$ cat config.mk
export PLATFORM = sky130hd
export DESIGN_NAME = mem_port_arbiter_flat
export DESIGN_NICKNAME = d
export VERILOG_FILES = /design/src/rtl/mem_port_arbiter_pkg.sv /design/src/rtl/mem_port_arbiter_if.sv /design/src/rtl/mem_port_arbiter_rr_arb2.sv /design/src/rtl/mem_port_arbiter.sv /design/src/flat_wrapper.sv
export SDC_FILE = /design/constraint.sdc
export NUM_CORES = 1
export LEC_CHECK = 0
export BUFFER_PORTS_ARGS = -buffer_cell sky130_fd_sc_hd__buf_2
export CAP_MARGIN = 0
export CORE_ASPECT_RATIO = 1.4
export CORE_UTILIZATION = 47
export DETAILED_ROUTE_END_ITERATION = 10
export HOLD_SLACK_MARGIN = 0.1
export MAX_ROUTING_LAYER = met4
export PLACE_DENSITY = 0.75
export REMOVE_ABC_BUFFERS = 1
export SYNTH_ARGS = -nofsm -noshare
export SYNTH_HDL_FRONTEND = slang
export SYNTH_HIERARCHICAL = 1
export SYNTH_SLANG_ARGS = --single-unit
$ cat constraint.sdc
create_clock -name clk -period 2.1 [get_ports clk]
set_clock_uncertainty 0.2 [all_clocks]
set_input_delay 0.105 -clock clk [delete_from_list [all_inputs] [get_ports clk]]
set_output_delay 0.105 -clock clk [all_outputs]
set_load 0.02 [all_outputs]
$ cat src/rtl/mem_port_arbiter_pkg.sv
// mem_pkg: shared constants and encodings for the two-port memory arbiter.
//   DEPTH / AW / DW : memory geometry (words, address width, data width)
//   state_t         : arbiter FSM encoding
//   P0 / P1         : requester ids, also the encoding of the round-robin pointer
package mem_pkg;

    localparam int DEPTH = 64;
    localparam int AW    = 6;
    localparam int DW    = 32;

    typedef enum logic [1:0] {
        IDLE   = 2'b00,
        ACCESS = 2'b01,
        RESP   = 2'b10
    } state_t;

    localparam logic P0 = 1'b0;
    localparam logic P1 = 1'b1;

endpackage

$ cat src/rtl/mem_port_arbiter_if.sv
// mem_port_arbiter_if: every signal between the arbiter, its two requesters
// and the single-port memory array.
//   requester side : req/we/addr/wdata in, gnt/ack pulses and rdata out
//   memory side    : mem_en/mem_we/mem_addr/mem_wdata out, mem_rdata in
//   status         : clr in, busy/full out
//   optional       : gcnt0/gcnt1 exist only with MEM_PORT_ARBITER_STATS_EN
// Modports: slave = arbiter view, master = requester/memory environment view.
interface mem_port_arbiter_if;
    import mem_pkg::*;

    logic          req0, req1;
    logic          we0, we1;
    logic [AW-1:0] addr0, addr1;
    logic [DW-1:0] wdata0, wdata1;
    logic          gnt0, gnt1;
    logic          ack0, ack1;
    logic [DW-1:0] rdata;
    logic          clr;
    logic          mem_en;
    logic          mem_we;
    logic [AW-1:0] mem_addr;
    logic [DW-1:0] mem_wdata;
    logic [DW-1:0] mem_rdata;
    logic          busy;
    logic          full;
`ifdef MEM_PORT_ARBITER_STATS_EN
    logic [15:0]   gcnt0, gcnt1;
`endif

    modport slave (
        input  req0, req1, we0, we1, addr0, addr1, wdata0, wdata1, clr, mem_rdata,
`ifdef MEM_PORT_ARBITER_STATS_EN
        output gcnt0, gcnt1,
`endif
        output gnt0, gnt1, ack0, ack1, rdata, mem_en, mem_we, mem_addr, mem_wdata,
               busy, full
    );

    modport master (
        output req0, req1, we0, we1, addr0, addr1, wdata0, wdata1, clr, mem_rdata,
`ifdef MEM_PORT_ARBITER_STATS_EN
        input  gcnt0, gcnt1,
`endif
        input  gnt0, gnt1, ack0, ack1, rdata, mem_en, mem_we, mem_addr, mem_wdata,
               busy, full
    );

endinterface

$ cat src/rtl/mem_port_arbiter_rr_arb2.sv
// rr_arb2: combinational two-requester round-robin pick.
//   req0, req1 : requests
//   rr         : priority pointer (P0 = port 0 wins a tie)
//   win        : winning port id, meaningful only when any = 1
//   any        : at least one request present
module rr_arb2
    import mem_pkg::*;
(
    input  logic req0,
    input  logic req1,
    input  logic rr,
    output logic win,
    output logic any
);

    always_comb begin
        any = req0 | req1;
        if (req0 && req1) begin
            win = rr;
        end else if (req1) begin
            win = P1;
        end else begin
            win = P0;
        end
    end

endmodule

$ cat src/rtl/mem_port_arbiter.sv
// mem_port_arbiter: shares one DEPTH x DW single-port memory between two
// requesters with round-robin arbitration, one access per grant.
//   clk   : rising-edge clock
//   rst   : asynchronous active-low reset
//   bus   : mem_port_arbiter_if.slave (requester handshakes, memory port,
//           clr/busy/full status)
// Optional build macro MEM_PORT_ARBITER_STATS_EN adds saturating per-port
// completed-access counters gcnt0/gcnt1 on the interface.
//
// state  | meaning
// IDLE   | waiting for a request; winner captured on leaving
// ACCESS | memory enabled with the captured command (one cycle)
// RESP   | read data returns from memory; ack pulses on leaving
module mem_port_arbiter
    import mem_pkg::*;
(
    input  logic                clk,
    input  logic                rst,
    mem_port_arbiter_if.slave   bus
);

    state_t        state, state_nxt;
    logic          rr;
    logic          win, any;
    logic          cap_id, cap_we;
    logic          sel_we;
    logic [AW-1:0] sel_addr;
    logic [DW-1:0] sel_wdata;
    logic          gnt0_nxt, gnt1_nxt, ack0_nxt, ack1_nxt;

    logic          gnt0_q, gnt1_q, ack0_q, ack1_q;
    logic [DW-1:0] rdata_q;
    logic          mem_en_q, mem_we_q;
    logic [AW-1:0] mem_addr_q;
    logic [DW-1:0] mem_wdata_q;
    logic          busy_q, full_q;
    logic [DEPTH-1:0] valid;

    rr_arb2 u_rr_arb2 (
        .req0 (bus.req0),
        .req1 (bus.req1),
        .rr   (rr),
        .win  (win),
        .any  (any)
    );

    assign sel_we    = (win == P1) ? bus.we1    : bus.we0;
    assign sel_addr  = (win == P1) ? bus.addr1  : bus.addr0;
    assign sel_wdata = (win == P1) ? bus.wdata1 : bus.wdata0;

    always_ff @(posedge clk or negedge rst) begin
        if (!rst) begin
            state <= IDLE;
        end else begin
            state <= state_nxt;
        end
    end

    always_comb begin
        state_nxt = state;
        gnt0_nxt  = 1'b0;
        gnt1_nxt  = 1'b0;
        ack0_nxt  = 1'b0;
        ack1_nxt  = 1'b0;
        case (state)
            IDLE: begin
                if (any) begin
                    state_nxt = ACCESS;
                    gnt0_nxt  = (win == P0);
                    gnt1_nxt  = (win == P1);
                end
            end
            ACCESS: begin
                state_nxt = RESP;
            end
            RESP: begin
                state_nxt = IDLE;
                ack0_nxt  = (cap_id == P0);
                ack1_nxt  = (cap_id == P1);
            end
            default: begin
                state_nxt = IDLE;
            end
        endcase
    end

    // Outputs are registered from the next state so that gnt and mem_en
    // appear together in the ACCESS cycle and ack appears with fresh rdata.
    always_ff @(posedge clk or negedge rst) begin
        if (!rst) begin
            gnt0_q      <= 1'b0;
            gnt1_q      <= 1'b0;
            ack0_q      <= 1'b0;
            ack1_q      <= 1'b0;
            rdata_q     <= '0;
            mem_en_q    <= 1'b0;
            mem_we_q    <= 1'b0;
            mem_addr_q  <= '0;
            mem_wdata_q <= '0;
            busy_q      <= 1'b0;
            full_q      <= 1'b0;
            cap_id      <= P0;
            cap_we      <= 1'b0;
            rr          <= P0;
            valid       <= '0;
        end else begin
            gnt0_q   <= gnt0_nxt;
            gnt1_q   <= gnt1_nxt;
            ack0_q   <= ack0_nxt;
            ack1_q   <= ack1_nxt;
            busy_q   <= (state_nxt != IDLE);
            mem_en_q <= (state_nxt == ACCESS);
            mem_we_q <= (state_nxt == ACCESS) && sel_we;

            if (state == IDLE && any) begin
                cap_id      <= win;
                cap_we      <= sel_we;
                mem_addr_q  <= sel_addr;
                mem_wdata_q <= sel_wdata;
            end

            if (state == RESP) begin
                rr <= ~cap_id;
                if (!cap_we) begin
                    rdata_q <= bus.mem_rdata;
                end
            end

            // clr beats a same-cycle write: the memory is written but the
            // word stays marked invalid.
            if (bus.clr) begin
                valid <= '0;
            end else if (state == ACCESS && cap_we) begin
                valid[mem_addr_q] <= 1'b1;
            end

            full_q <= ~bus.clr & (&valid);
        end
    end

`ifdef MEM_PORT_ARBITER_STATS_EN
    logic [15:0] gcnt0_q, gcnt1_q;

    always_ff @(posedge clk or negedge rst) begin
        if (!rst) begin
            gcnt0_q <= '0;
            gcnt1_q <= '0;
        end else if (bus.clr) begin
            gcnt0_q <= '0;
            gcnt1_q <= '0;
        end else begin
            if (ack0_nxt && gcnt0_q != 16'hFFFF) begin
                gcnt0_q <= gcnt0_q + 16'd1;
            end
            if (ack1_nxt && gcnt1_q != 16'hFFFF) begin
                gcnt1_q <= gcnt1_q + 16'd1;
            end
        end
    end

    assign bus.gcnt0 = gcnt0_q;
    assign bus.gcnt1 = gcnt1_q;
`endif

    assign bus.gnt0      = gnt0_q;
    assign bus.gnt1      = gnt1_q;
    assign bus.ack0      = ack0_q;
    assign bus.ack1      = ack1_q;
    assign bus.rdata     = rdata_q;
    assign bus.mem_en    = mem_en_q;
    assign bus.mem_we    = mem_we_q;
    assign bus.mem_addr  = mem_addr_q;
    assign bus.mem_wdata = mem_wdata_q;
    assign bus.busy      = busy_q;
    assign bus.full      = full_q;

endmodule

$ cat src/flat_wrapper.sv
// flat-port wrapper written by rule: the top's interface ports become plain ports
module mem_port_arbiter_flat import mem_pkg::*;
  (clk, rst, bus_req0, bus_req1, bus_we0, bus_we1, bus_addr0, bus_addr1, bus_wdata0, bus_wdata1, bus_clr, bus_mem_rdata, bus_gnt0, bus_gnt1, bus_ack0, bus_ack1, bus_rdata, bus_mem_en, bus_mem_we, bus_mem_addr, bus_mem_wdata, bus_busy, bus_full);
  mem_port_arbiter_if bus_i ();
  input  logic clk;
  input  logic rst;
  input wire logic [$bits(bus_i.req0)-1:0] bus_req0;
  input wire logic [$bits(bus_i.req1)-1:0] bus_req1;
  input wire logic [$bits(bus_i.we0)-1:0] bus_we0;
  input wire logic [$bits(bus_i.we1)-1:0] bus_we1;
  input wire logic [$bits(bus_i.addr0)-1:0] bus_addr0;
  input wire logic [$bits(bus_i.addr1)-1:0] bus_addr1;
  input wire logic [$bits(bus_i.wdata0)-1:0] bus_wdata0;
  input wire logic [$bits(bus_i.wdata1)-1:0] bus_wdata1;
  input wire logic [$bits(bus_i.clr)-1:0] bus_clr;
  input wire logic [$bits(bus_i.mem_rdata)-1:0] bus_mem_rdata;
  output wire logic [$bits(bus_i.gnt0)-1:0] bus_gnt0;
  output wire logic [$bits(bus_i.gnt1)-1:0] bus_gnt1;
  output wire logic [$bits(bus_i.ack0)-1:0] bus_ack0;
  output wire logic [$bits(bus_i.ack1)-1:0] bus_ack1;
  output wire logic [$bits(bus_i.rdata)-1:0] bus_rdata;
  output wire logic [$bits(bus_i.mem_en)-1:0] bus_mem_en;
  output wire logic [$bits(bus_i.mem_we)-1:0] bus_mem_we;
  output wire logic [$bits(bus_i.mem_addr)-1:0] bus_mem_addr;
  output wire logic [$bits(bus_i.mem_wdata)-1:0] bus_mem_wdata;
  output wire logic [$bits(bus_i.busy)-1:0] bus_busy;
  output wire logic [$bits(bus_i.full)-1:0] bus_full;
  assign bus_i.req0 = bus_req0;
  assign bus_i.req1 = bus_req1;
  assign bus_i.we0 = bus_we0;
  assign bus_i.we1 = bus_we1;
  assign bus_i.addr0 = bus_addr0;
  assign bus_i.addr1 = bus_addr1;
  assign bus_i.wdata0 = bus_wdata0;
  assign bus_i.wdata1 = bus_wdata1;
  assign bus_i.clr = bus_clr;
  assign bus_i.mem_rdata = bus_mem_rdata;
  assign bus_gnt0 = bus_i.gnt0;
  assign bus_gnt1 = bus_i.gnt1;
  assign bus_ack0 = bus_i.ack0;
  assign bus_ack1 = bus_i.ack1;
  assign bus_rdata = bus_i.rdata;
  assign bus_mem_en = bus_i.mem_en;
  assign bus_mem_we = bus_i.mem_we;
  assign bus_mem_addr = bus_i.mem_addr;
  assign bus_mem_wdata = bus_i.mem_wdata;
  assign bus_busy = bus_i.busy;
  assign bus_full = bus_i.full;
  mem_port_arbiter u_core (.clk(clk), .rst(rst), .bus(bus_i));
endmodule
### Word-level counts from Yosys, hierarchy flattened

Index checks and enable logic that the tools add are counted.

* bits in registers: 147
* bits of input ports: 115
* output and inout port bits: 78
* word-level logic and storage cells: 55

* magnitude comparators: 2
* equal/unequal tests: 3
* multiplexer cells: 17
* bitwise operators: 7
* reduce and logical (&&, ||, !) cells: 10

Operator list (count)
* 64-bit 2-to-1 mux: 2
* 64-bit OR: 1
* 64-bit AND reduction: 1
* 32-bit 2-to-1 mux: 1
* 1-bit 2-to-1 mux: 10
* 6-bit by 7-bit less-than comparator with 1-bit output, second input constant: 1
* 1-bit demux with 6-bit select: 1
* 6-bit by 1-bit greater-or-equal comparator with 1-bit output, second input constant: 1
* 6-bit 2-to-1 mux: 1
* 1-bit logical AND: 5
* 2-bit by 1-bit equality test with 1-bit output, second input constant: 2
* 1-bit inverter: 4
* 2-bit one-hot mux with 2 select lines: 1
* 2-bit nonzero test: 2
* 2-bit equality test, second input constant: 1
* 2-bit zero test: 1
* 2-bit 2-to-1 mux: 1
* 2-bit AND reduction: 1
* 1-bit AND: 1
* 1-bit OR: 1

### Logic depth before layout (Yosys ltp)

Gate-level depths: netlist (run 1).

* depth after elaboration: 7
* gate-level depth with buffers: 6
* mapped depth without buffers: 5

### Modules after synthesis

The synthesis (run 1) kept the hierarchy.

Modules (own cells, without submodules)
* mem_port_arbiter: times used 1, cells an instance 522, area an instance 5972.0 sq um
* rr_arb2: times used 1, cells an instance 3, area an instance 17.5 sq um

### Least setup slack after synthesis (run 1)

OpenSTA, ideal clock, no wires.

* path type: register to register
* start point: reg u_core.mem_addr_q[0] (netlist: u_core/bus.mem_addr[0])
* end point: reg u_core.valid[42]
* setup time: 0.072 ns
* arrival time: 1.416 ns
* setup slack: 0.411 ns
* cell stages (with the launch flop): 6
* path buffers: 1
* period minus slack after synthesis: 1.689 ns
* path through: dfrtp_1 > clkbuf_8 > nor3b_1 > nor2b_1 > a21oi_1 > nor2_1

* longest elaborated chain between the ends: 7
* elaborated cells on any way between the ends: 8
* classes of those cells: order compare (2); mux (4); bitwise (1); reduce/logical (1)

RTL lines
* from (decl): line mem_port_arbiter.sv:34 `logic [AW-1:0] mem_addr_q;`
* from (signal assigned): line mem_port_arbiter.sv:118 `mem_addr_q <= sel_addr;`
* 6-bit by 7-bit less-than comparator with 1-bit output (implied by the code) or 6-bit by 1-bit greater-or-equal comparator with 1-bit output (tied branches): line mem_port_arbiter.sv:134 `valid[mem_addr_q] <= 1'b1;`
* 1-bit logical AND (implied by the code): line mem_port_arbiter.sv:134
* 1-bit 2-to-1 mux (implied by the code): line mem_port_arbiter.sv:134
* 1-bit demux with 6-bit select (*)
* 64-bit OR (no line) (*)
* 64-bit 2-to-1 mux (*): line mem_port_arbiter.sv:133 `end else if (state == ACCESS && cap_we) begin`
* 64-bit 2-to-1 mux (*): line mem_port_arbiter.sv:131 `if (bus.clr) begin`
* to (signal assigned): line mem_port_arbiter.sv:105 `valid <= '0;`
* to (signal assigned): line mem_port_arbiter.sv:132 `valid <= '0;`
* to (signal, indexed assignment): line mem_port_arbiter.sv:134
* to (decl): line mem_port_arbiter.sv:37 `logic [DEPTH-1:0] valid;`

Every way passes the cells marked *; elsewhere a longest branch is shown, timed or not. The select of a mux whose other input is x is not followed.
A chain may end at the register's enable or synchronous reset.

### Final worst setup path (run 1)

* start point: reg u_core.mem_addr_q[2] (netlist: u_core/bus.mem_addr[2])
* end point: reg u_core.valid[37]

Same word-level chain as after synthesis.

==> impl_metrics.env, run 1 <==
export IMPL_min_period_ns=1.88
export IMPL_status="finished clean"
export IMPL_hold_depth=3
export IMPL_drt_iter0_drc=300
export IMPL_synth_edf_count=0
export IMPL_synth_common_cells="dfrtp_1, nor2_1, a21oi_1, nand2_1, mux2i_1"
export IMPL_slowest_stage="nor4b_4"
export IMPL_layout_drive_gt1_share=0.346
export IMPL_dieArea_um2=13200
export IMPL_dr_pass1_iters=7
export IMPL_reg2reg_depth=4
export IMPL_cts_tree="done"
export IMPL_ys_ff_latch=147
export IMPL_ctsHtreeMaxLevel=4
export IMPL_rrSetupSlack_ns=0.22
export IMPL_rr_endpoint="u_core/valid[37]"
export IMPL_fp_dieW_um=97.4
export IMPL_area_growth_pct=52.6
export IMPL_routedWlPerCell_um=17.7
export IMPL_gp_congestion=0.831
export IMPL_leakagePower_nw=4.47
export IMPL_max_cap_violations=0
export IMPL_hold_path_class="input pin to flip-flop"
export IMPL_ys_seq_area_frac=0.614
export IMPL_finalHoldViolCount=0
export IMPL_grt_pass1_wl_um=28700
export IMPL_port_buffers=192
export IMPL_peakVddDrop_uv=1100
export IMPL_powerDensity_nw_per_um2=1300
export IMPL_syn_inst=525
export IMPL_rr_startpoint="u_core/bus.mem_addr[2]"
export IMPL_detailed_place_area_um2=7300
export IMPL_placeableCoreArea_um2=12400
export IMPL_synth_most_common_cell="dfrtp_1"
export IMPL_ant_nets=0
export IMPL_crit_type="flip-flop to flip-flop"
export IMPL_synth_area_top_cells="dfrtp_1, mux2i_1, mux2_2"
export IMPL_top_layer="met4"
export IMPL_synth_warnings=6
export IMPL_wl_met2_um=9810
export IMPL_ios=193
export IMPL_final_area_um2=9140
export IMPL_grt_use_total=0.290
export IMPL_drt_total_wl_um=18000
export IMPL_initial_core_util=0.484
export IMPL_setup_violations=0
export IMPL_vias=5378
export IMPL_netlist_cell_type_count=36
export IMPL_cts_setup_buffers=0
export IMPL_drc=0
export IMPL_crit_path_end_kind="flip-flop"
export IMPL_cp_slowest_stage_delay_ns=0.54
export IMPL_arrival_ns=2.00
export IMPL_cts_root_buf="clkbuf_16"
export IMPL_cts_sinks=147
export IMPL_clkLatencyLatePin_ns=0.42
export IMPL_nets=967
export IMPL_timing_hold_ws_ns=0.251
export IMPL_holdPathEnd="u_core/bus.rdata[6]"
export IMPL_worstHoldStart="bus_mem_rdata[6]"
export IMPL_fmax_ghz=0.533
export IMPL_die_h_um=136
export IMPL_start_kind="flip-flop"
export IMPL_grt_pass1_vias=5802
export IMPL_syn_area_per_cell_um2=11.4
export IMPL_rows=48
export IMPL_max_slew_worst_pin_slew_ns=0.792
export IMPL_wl_met1_um=6560
export IMPL_syn_area_um2=5990
export IMPL_synthArstFlopShare=1.00
export IMPL_crit_path_cell_trace="inv_1 > nor4b_4 > a21oi_1 > nor2_1"
export IMPL_clk_pin_slew_worst_paths_ns=0.06
export IMPL_yosysTopAreaCellShare=0.614
export IMPL_rsz0062_at_grt="no"
export IMPL_grt_max_degree=65
export IMPL_antenna_found_initial=0
export IMPL_cts_buffer_depth=2
export IMPL_cts_buffers_inserted=17
export IMPL_place_hpwl_um=10500
export IMPL_finalCritPeriodShare=0.893
export IMPL_overflow=0
export IMPL_power_total_mw=11.8
export IMPL_crit_required_ns=2.23
export IMPL_relSlewSlack=0.468
export IMPL_antennaDiodeCount=0
export IMPL_wl_met3_um=932
export IMPL_drv_slew=0
export IMPL_via_per_inst=5.30
export IMPL_worstPathMaxFanout=10
export IMPL_synth_main_ff_cell="dfrtp_1"
export IMPL_synth_top_cell_by_area="dfrtp_1"
how the worst max path moves through the flow:
stage / startpoint / end / depth (start not counted)
finish: u_core/bus.mem_addr[2] / u_core/valid[37] / 4
global route: u_core/bus.mem_addr[2] / u_core/valid[37] / 4
CTS: u_core/bus.mem_addr[0] / u_core/valid[2] / 4
detailed placement: u_core/bus.mem_addr[0] / u_core/valid[2] / 4
global placement: u_core/bus.mem_addr[0] / u_core/valid[42] / 4
floorplan: u_core/rr / u_core/cap_we / 5
kinds of logic after synthesis:
group,count (synthesis),synth area share
AOI/OAI and AO/OA,106,0.0919
buffers and inverters,37,0.0297
DFF,147,0.614
muxes,71,0.125
and+or+nand+nor,164,0.139
power by group:
group          internal [mW]  switching [mW]
combinational           1.69            2.59
clock                   2.24            1.15
sequential              3.63           0.539
cell type report:
class	instances	area (um2)
clock buffers	21	480
repair buffers	339	2420
multi-input cells	341	2150
inverters	6	22.5
well taps	150	188
clock inverters	11	196
fillers	803	3230
flip-flops and latches	147	3680
per-layer routing:
metal | up-vias | GRT usage
li1 | 2475 | -
met1 | 2599 | 0.301
met2 | 246 | 0.524
met3 | 58 | 0.0630
met4 | 0 | 0.131
met5 | - | -
repair_timing:
action                     CTS  global route
resized for setup            0             1
hold buffers               116             0
hold endpoints to repair   224             0
setup endpoints to repair    0             6
metrics by stage:
stage	setup TNS, ns	utilization	std cells	worst slack [ns]
CTS	0	0.738	1015	0.106
floorplan	-80.28	-	494	-1.93
global route	0	0.739	1015	0.103
global placement	0	0.590	867	0.198
finish	0	0.739	1015	0.225
detailed placement	0	0.590	867	0.132
worst max-delay path, delay by kind of cell (launching register included):
family / cells / cell delay [ns]
and+or+nand+nor: 2 / 0.68
AOI/OAI and AO/OA: 1 / 0.15
buffers and inverters: 1 / 0.24
DFF: 1 / 0.52
flip-flops by register name, summed over array words and instances, names as in the netlist, 2 cells and up:
signal and cells:
u_core/valid 64, u_core/bus.mem_wdata 32, u_core/bus.rdata 32, u_core/bus.mem_addr 6
u_core/state 2
cells in the final DEF (no fill, tap or decap), types with 2 or more instances in the layout:
master         instances
inv_6                  2
clkbuf_8               4
bufinv_16              5
a21oi_1               60
mux2_2                30
nor2b_1                4
nor2_1                75
buf_2                191
nor3_2                 2
clkinvlp_4             2
nor4_1                 4
mux2i_1               39
a31oi_1                2
buf_12                 5
a21o_1                 3
and3_1                 2
nor3_1                 2
nor4_4                 2
dlygate4sd3_1        116
buf_4                 26
a41oi_1                2
dfrtp_1              147
nor3b_2                3
nor3b_1                2
mux2_1                 2
nand2_1               42
nand4_1               15
clkbuf_16             17
inv_1                  6
o21ai_0               38
Power figures use the tool's default switching activity.
==> inputs of run 2 (changes only) <==
--- a/config.mk
+++ b/config.mk
@@ -12,7 +12,7 @@
 export DETAILED_ROUTE_END_ITERATION = 10
 export HOLD_SLACK_MARGIN = 0.1
 export MAX_ROUTING_LAYER = met4
-export PLACE_DENSITY = 0.75
+export PLACE_DENSITY = 0.77
 export REMOVE_ABC_BUFFERS = 1
 export SYNTH_ARGS = -nofsm -noshare
 export SYNTH_HDL_FRONTEND = slang
==> impl_metrics.env, run 2 (synthesized netlist as in run 1, its figures left out) <==
export IMPL_grt_pass1_wl_um=29000
export IMPL_finalSetupTns_ns=-0.245
export IMPL_status="finished, violations left"
export IMPL_via_per_inst=5.63
export IMPL_drt_iter0_drc=477
export IMPL_overflow=0
export IMPL_largest_reg_flops=64
export IMPL_crit_required_ns=2.17
export IMPL_ios=193
export IMPL_hold_depth=3
export IMPL_rsz0062_at_grt="yes"
export IMPL_layout_cells_most_common="buf_2"
export IMPL_dr_pass1_iters=6
export IMPL_final_util=0.751
export IMPL_drv_slew=0
export IMPL_drc=0
export IMPL_crit_path_end_kind="flip-flop"
export IMPL_crit_path_cell_trace="inv_1 > a21boi_4 > buf_12 > buf_6 > mux2i_1 > dlygate4sd3_1 > o21ai_0"
export IMPL_detailed_place_area_um2=7250
export IMPL_multi_input_area_um2=2170
export IMPL_cts_buffers_inserted=17
export IMPL_cts_root_buf="clkbuf_16"
export IMPL_fmax_ghz=0.451
export IMPL_worstPathMaxFanout=6
export IMPL_gp_congestion=0.870
export IMPL_seq_area_um2=3680
export IMPL_clkLatencyLatePin_ns=0.41
export IMPL_finalCritPeriodShare=1.06
export IMPL_layout_drive_gt1_share=0.348
export IMPL_violations="negative setup slack"
export IMPL_routedWlPerCell_um=20.3
export IMPL_crit_type="flip-flop to flip-flop"
export IMPL_arrival_ns=2.29
export IMPL_peakVddDrop_uv=819
export IMPL_fill_cells=680
export IMPL_max_cap_violations=0
export IMPL_finalWorstSetupSlack_ns=-0.119
export IMPL_leakagePower_nw=4.60
export IMPL_port_buffers=192
export IMPL_ant_nets=0
export IMPL_hold_path_class="input pin to flip-flop"
export IMPL_powerDensity_nw_per_um2=1280
export IMPL_vias=5818
export IMPL_fp_dieW_um=97.4
export IMPL_dieArea_um2=13200
export IMPL_wl_met1_um=6990
export IMPL_place_hpwl_um=10600
export IMPL_slowest_stage="dlygate4sd3_1"
export IMPL_worstHoldStart="bus_mem_rdata[6]"
export IMPL_cts_buffer_depth=2
export IMPL_setup_violations=6
export IMPL_final_cell_mix="buf_2, dfrtp_1, dlygate4sd3_1"
export IMPL_nets=985
export IMPL_cts_sinks=147
export IMPL_rows=48
export IMPL_grt_max_degree=65
export IMPL_worst_path_stages=7
export IMPL_cts_tree="done"
export IMPL_initial_core_util=0.484
export IMPL_relSlewSlack=0.411
export IMPL_reg2reg_depth=7
export IMPL_rr_startpoint="u_core/rr"
export IMPL_drt_total_wl_um=21000
export IMPL_path_buf_inv=4
export IMPL_wl_met3_um=1450
export IMPL_ctsHtreeMaxLevel=4
export IMPL_final_area_um2=9290
export IMPL_cp_slowest_stage_delay_ns=0.61
export IMPL_grt_pass1_vias=5882
export IMPL_start_kind="flip-flop"
export IMPL_wl_met2_um=11300
export IMPL_crit_family="buffers and inverters"
export IMPL_placeableCoreArea_um2=12400
export IMPL_die_h_um=136
export IMPL_finalHoldViolCount=0
export IMPL_area_growth_pct=55.1
export IMPL_grt_use_total=0.291
export IMPL_clk_pin_slew_worst_paths_ns=0.07
export IMPL_antenna_found_initial=1
export IMPL_crit_path_start="u_core/rr"
export IMPL_max_slew_worst_pin_slew_ns=0.877
export IMPL_min_period_ns=2.22
export IMPL_place_ws_ns=0.273
export IMPL_largest_register="u_core/valid"
export IMPL_top_layer="met4"
==> run 2: cell types whose count changed in the layout (fill, tap and decap cells not counted), moves of 3 or more <==
cell,before,now
mux2i_1,39,36
clkbuf_8,4,1
o21ai_1,0,4
buf_4,26,30
o21ai_0,38,34
dlymetal6s4s_1,0,10
bufinv_16,5,2
==> run 2: where the power goes <==
group / switching, mW / internal (mW) / total, mW / leakage [nW]
Combinational: 2.87 / 1.82 / 4.70 / 2.42
Clock: 1.17 / 1.78 / 2.95 / 0.276
Sequential: 0.567 / 3.64 / 4.20 / 1.91
==> run 2: final cells by class <==
cell class | count | area share
repair buffers | 357 | 0.285
diodes | 1 | 0.000269
clock buffers | 20 | 0.0481
inverters | 6 | 0.00242
well taps | 150 | 0.0202
flip-flops and latches | 147 | 0.396
clock inverters | 12 | 0.0143
multi-input cells | 341 | 0.233
==> run 2: routing by layer <==
metal | GRT usage | vias up
met3 | 0.0630 | 117
met2 | 0.516 | 407
li1 | - | 2516
met1 | 0.301 | 2778
met5 | - | -
met4 | 0.152 | 0
==> run 2: timing repair <==
item	4_1_cts	5_1_grt
gates resized for setup	0	19
endpoints found under the setup margin	0	29
hold buffers	116	26
setup buffers	0	10
hold endpoints to repair	224	26
==> run 2: per-stage QoR <==
step	std cells	hold slack, ns	power (mW)
after CTS	1010	0.241	11.3
after detailed placement	862	-0.115	8.15
after global routing	1034	0.263	12.3
after global placement	862	-0.124	8.01
after floorplan	494	-0.391	6.56
final	1034	0.249	11.8
==> run 2: worst reg2reg max path, stage by stage, from the launching register on <==
cell and delay, ns:
dfrtp_1 0.38, inv_1 0.09, a21boi_4 0.16, buf_12 0.15, buf_6 0.14, mux2i_1 0.25
dlygate4sd3_1 0.61, o21ai_0 0.10
==> run 2: worst paths after layout <==
kind                                            to  slack, ns
setup / recovery           u_core/bus.mem_wdata[4]      -0.12
hold / removal                 u_core/bus.rdata[6]       0.25
setup reg to reg           u_core/bus.mem_wdata[4]      -0.12
hold reg to reg                u_core/bus.rdata[7]       0.29
max in group asynchronous   u_core/bus.mem_addr[5]       0.44
min in group asynchronous        u_core/bus.mem_en       0.57
